### config.mk
export PLATFORM = sky130hd
export DESIGN_NAME = serial_add_ctrl
export DESIGN_NICKNAME = d
export VERILOG_FILES = /design/src/rtl/serial_add_ctrl.sv
export SDC_FILE = /design/constraint.sdc
export NUM_CORES = 1
export LEC_CHECK = 0
export ABC_AREA = 1
export CORE_ASPECT_RATIO = 2
export CORE_UTILIZATION = 35
export CTS_CLUSTER_SIZE = 20
export DETAILED_ROUTE_END_ITERATION = 6
export PLACE_DENSITY_LB_ADDON = 0.2
export SKIP_CTS_REPAIR_TIMING = 1
export SLEW_MARGIN = 20
export SYNTH_ARGS = -nofsm -noshare
export SYNTH_HDL_FRONTEND = slang
export SYNTH_SLANG_ARGS = --single-unit
### constraint.sdc
create_clock -name CLK -period 2 [get_ports CLK]
set_input_delay 0.2 -clock CLK [delete_from_list [all_inputs] [get_ports CLK]]
set_output_delay 0.2 -clock CLK [all_outputs]
set_load 0.005 [all_outputs]
### src/rtl/serial_add_ctrl.sv
// serial_add_ctrl: multi-digit adder that reuses one external 4-bit adder.
// It feeds the operands through the adder one nibble per cycle, least
// significant nibble first, and chains the carry between nibbles.
// Result, carry-out and signed overflow are registered and held until the
// next accepted START.
// Optional build macro SERIAL_ADD_SUB_EN adds the SUB port. With SUB=1 the
// block computes A-B as A + ~B + 1. Without the macro it only adds.
module serial_add_ctrl #(
  parameter int NIBBLES = 4
) (
  input  logic                 CLK,
  input  logic                 RST,
  input  logic                 START,
  input  logic [4*NIBBLES-1:0] A,
  input  logic [4*NIBBLES-1:0] B,
`ifdef SERIAL_ADD_SUB_EN
  input  logic                 SUB,
`endif
  output logic [3:0]           ADD_A,
  output logic [3:0]           ADD_B,
  output logic                 ADD_CIN,
  input  logic [3:0]           ADD_SUM,
  input  logic                 ADD_COUT,
  output logic                 BUSY,
  output logic                 DONE,
  output logic [4*NIBBLES-1:0] SUM,
  output logic                 C_MSB,
  output logic                 OF_S
);

  localparam int W     = 4 * NIBBLES;
  localparam int IDX_W = $clog2(NIBBLES);

  typedef enum logic [1:0] {IDLE, RUN, FIN} state_t;

  state_t             state;
  logic [IDX_W-1:0]   idx;
  logic               carry;
  logic [W-1:0]       op_a;
  logic [W-1:0]       op_b;
  logic               sub_q;
  logic               sub_in;
  logic [IDX_W+1:0]   nib_base;
  logic               last_nib;

  // Signed overflow: both operand signs agree and the result sign differs.
  function automatic logic ovf(input logic a_msb, input logic b_msb,
                               input logic s_msb);
    return (a_msb == b_msb) && (s_msb != a_msb);
  endfunction

`ifdef SERIAL_ADD_SUB_EN
  assign sub_in = SUB;
`else
  assign sub_in = 1'b0;
`endif

  assign nib_base = {idx, 2'b00};
  assign last_nib = (idx == IDX_W'(NIBBLES - 1));

  // Drive the external adder with the current nibble only while running.
  always_comb begin
    ADD_A   = 4'h0;
    ADD_B   = 4'h0;
    ADD_CIN = 1'b0;
    if (state == RUN) begin
      ADD_A   = op_a[nib_base +: 4];
      ADD_B   = op_b[nib_base +: 4] ^ {4{sub_q}};
      ADD_CIN = carry;
    end
  end

  // Control FSM plus the nibble-serial result accumulation.
  always_ff @(posedge CLK) begin
    if (RST) begin
      state <= IDLE;
      idx   <= '0;
      carry <= 1'b0;
      op_a  <= '0;
      op_b  <= '0;
      sub_q <= 1'b0;
      SUM   <= '0;
      C_MSB <= 1'b0;
      OF_S  <= 1'b0;
      BUSY  <= 1'b0;
      DONE  <= 1'b0;
    end else begin
      case (state)
        IDLE: begin
          DONE <= 1'b0;
          if (START) begin
            // Previous SUM/C_MSB/OF_S stay visible until overwritten.
            op_a  <= A;
            op_b  <= B;
            sub_q <= sub_in;
            idx   <= '0;
            carry <= sub_in;
            BUSY  <= 1'b1;
            state <= RUN;
          end
        end
        RUN: begin
          SUM[nib_base +: 4] <= ADD_SUM;
          carry              <= ADD_COUT;
          idx                <= idx + 1'b1;
          if (last_nib) begin
            C_MSB <= ADD_COUT;
            OF_S  <= ovf(op_a[W-1], op_b[W-1] ^ sub_q, ADD_SUM[3]);
            BUSY  <= 1'b0;
            DONE  <= 1'b1;
            state <= FIN;
          end
        end
        FIN: begin
          DONE  <= 1'b0;
          state <= IDLE;
        end
        default: state <= IDLE;
      endcase
    end
  end

endmodule

==> flow_summary.yaml, run 1 <==
run_status:
  status: "finished clean"
synthesis:
  ys.flop_type: "dfxtp_1"
  synth-edff-count: 0
  yosys.area.top_type: "dfxtp_1"
  ys_ff_latch: 57
  ys_async_sr_fraction_pct: 0
  yosysSeqAreaShare_pct: 45.7
  syn_avg_cell_area_um2: 7.09
  synthTopCellsByArea: "dfxtp_1 (46%), nor2_1 (16%), o21ai_0 (9.8%)"
  synth_cells: 352
  synth_common_cells: "nor2_1 (105), dfxtp_1 (57), o21ai_0 (49)"
  yosysWarnings: 0
  syn_area_um2: 2500
  yosysMostFrequentCell: "nor2_1"
  syn-num-nets: 398
  synth_cell_types: 23
  synth_top_area_share_pct: 45.7
route:
  routedWlPerCell_um: 12.2
  drc: 0
  drt-initial-drc-count: 84
  ant_nets: 0
  first_pass_iters: 4
  via_per_inst: 4.72
  vias: 2473
  wirelength_mm: 6.40
worst_setup_path:
  path_class: "reg -> out"
  reg2regPathDepth: 7
  critPathLaunch: "state[0]"
  r2r-end: "SUM[15]"
  critical_path_peak_fanout: 12
  rrSetupSlack_ns: 0.33
  arrival_ns: 1.67
  start_kind: "flip-flop"
  r2r_start: "idx[1]"
  endpoint_kind: "primary output"
  critPathCapture: "ADD_CIN"
  required_ns: 1.80
min_path:
  hold_class: "reg -> reg"
timing:
  hold_violations: 0
  slew_headroom_pct: 70.8
  finalCritPeriodShare_pct: 93.6
  holdWs_ns: 0.459
  clock_skew_ns: 0.00562
  fin_setup_tns_ns: 0
  min_period_ns: 1.87
  fmax_mhz: 534
  tightest_slew_ns: 0.433
  rsz0062_at_grt: "false"
  drv_slew: 0
  setup_viol: 0
clock_tree:
  cts_tree: "done"
  cts_made_buffers: 9
  cts.sinks: 57
  ctsHtreeMaxLevel: 3
  worst_skew_pair.late_latency_ns: 0.32
  clk_pin_slew_ns: 0.05
  cts.path.max_buffers: 2
  cts-root-buf: "clkbuf_16"
power_and_ir_drop:
  p_int_mw: 2.31
  seqPwrFrac_pct: 41.0
  pwr-share-clk_pct: 45.4
  combPwrFrac_pct: 13.6
  swShare_pct: 24.3
  p_leak_nw: 1.58
  power.density_nw_per_um2: 837
  peakVddDrop_mv: 0.520
  p_switching_mw: 0.740
final_layout:
  postLayoutCellArea_um2: 3640
  num_antenna_cells: 0
  synthToLayoutAreaGrowth_pct: 45.9
  layout-drive-gt1-share_pct: 9.91
  finalNetCount: 475
place:
  numPortBuffers: 68
  dpl.hpwl_mm: 4.65
  gp_congestion: 0.800
  postPlaceCellArea_um2: 3280
grt:
  grt_max_degree: 41
  grt_pass1_wl_mm: 10.1
  grt_pass1_vias: 2269
  grt_overflow: 0
  grt_antenna_before_repair: 0
  gr-usage-all-layers_pct: 19.0
floorplan:
  dieArea_um2: 7490
  ios: 69
  core_um2: 6890
  dieWidth_um: 61.7
  start_util_pct: 36.2
  die_y_um: 121
  row_count: 43
run:
  maxCapViolations: 0
[power groups by stage]
stage	registers, mW	clock network (mW)	logic, mW
global route	1.26	1.47	0.468
finish	1.25	1.38	0.415
CTS	1.25	1.42	0.416
floorplan	1.26	0	0.235
global placement	1.27	0	0.409
detailed placement	1.27	0	0.414
[logic make-up (layout without fill, tap and decap cells)]
kind of cell	after synthesis	in the layout	share of synthesized area (%)
buffers and inverters	40	122	7.22
AO/OA/AOI/OAI	81	81	16.4
AND/OR/NAND/NOR	168	168	27.6
adder cells (fa/ha/maj)	6	6	3.01
flip-flops	57	57	45.7
[worst min-delay path by stage]
stage	start	end	slack (ns)	cells past startpoint
after floorplan	ADD_COUT	C_MSB	0.30	2
after global placement	carry	carry	0.45	2
after detailed placement	SUM[10]	SUM[10]	0.45	2
after CTS	SUM[10]	SUM[10]	0.46	2
after global routing	ADD_COUT	C_MSB	0.47	3
final	SUM[14]	SUM[14]	0.46	2
[cell usage in the layout, fill, tap and decap left out]
master	netlist	layout
a21oi_1	27	27
buf_12	0	1
buf_4	4	11
buf_6	1	1
buf_8	0	1
clkbuf_1	6	2
clkbuf_16	0	9
clkbuf_2	0	1
clkbuf_8	0	2
clkdlybuf4s50_1	0	60
clkinv_2	1	4
clkinvlp_4	0	1
dfxtp_1	57	55
dfxtp_2	0	1
dfxtp_4	0	1
dlymetal6s2s_1	0	8
ha_1	6	6
inv_1	20	19
inv_2	2	1
inv_4	0	1
nand2_1	43	43
nand2_2	2	1
nand2_4	0	1
nand3_1	6	6
nand3_2	2	2
nand3_4	1	1
nor2_1	105	105
nor2_2	2	2
nor2_4	1	1
nor3_1	6	6
o211ai_1	2	2
o21ai_0	49	49
o21ai_1	3	3
[flip-flops by register name, indices dropped and copies added (netlist names)]
| register | flops |
|---|---|
| op_b | 16 |
| state | 2 |
| C_MSB | 1 |
| idx | 2 |
| DONE | 1 |
| SUM | 16 |
| BUSY | 1 |
| OF_S | 1 |
| carry | 1 |
| op_a | 16 |
[worst max-delay path, stage by stage, from the launching register on]
cell             delay, ns
dfxtp_1               0.50
nand2_4               0.19
nor2_1                0.14
clkdlybuf4s50_1       0.51
[layer usage]
layer,track usage (%),routed length [um],vias up
met4,9.86,127,0
met3,5.76,242,11
met1,19.4,2420,1120
met2,33.0,3610,59
met5,0,0,-
li1,-,-,1283
[cell type report]
cell class | count | area, um2
Fill cell | 745 | 3240
Multi-Input combinational cell | 255 | 1180
Sequential cell | 57 | 1150
Timing Repair Buffer | 83 | 835
Clock buffer | 13 | 260
Tap cell | 90 | 113
Inverter | 23 | 93.8
Clock inverter | 3 | 15.0
[metrics by stage]
step	std cells	util [%]	power, mW	setup slack (ns)
final	524	52.9	3.05	0.128
after global routing	524	52.9	3.19	0.0720
after CTS	518	51.6	3.08	-0.0824
after detailed placement	502	47.6	1.68	0.270
after global placement	502	47.6	1.68	0.292
after floorplan	352	-	1.50	0.438
No activity file was read; power rests on OpenSTA's default activity.
==> run 2: changes to the inputs <==
- SETUP_SLACK_MARGIN: default -> 0.05
==> results of run 2 <==
No change in the layout: final DEF, timing and power equal those of run 1.
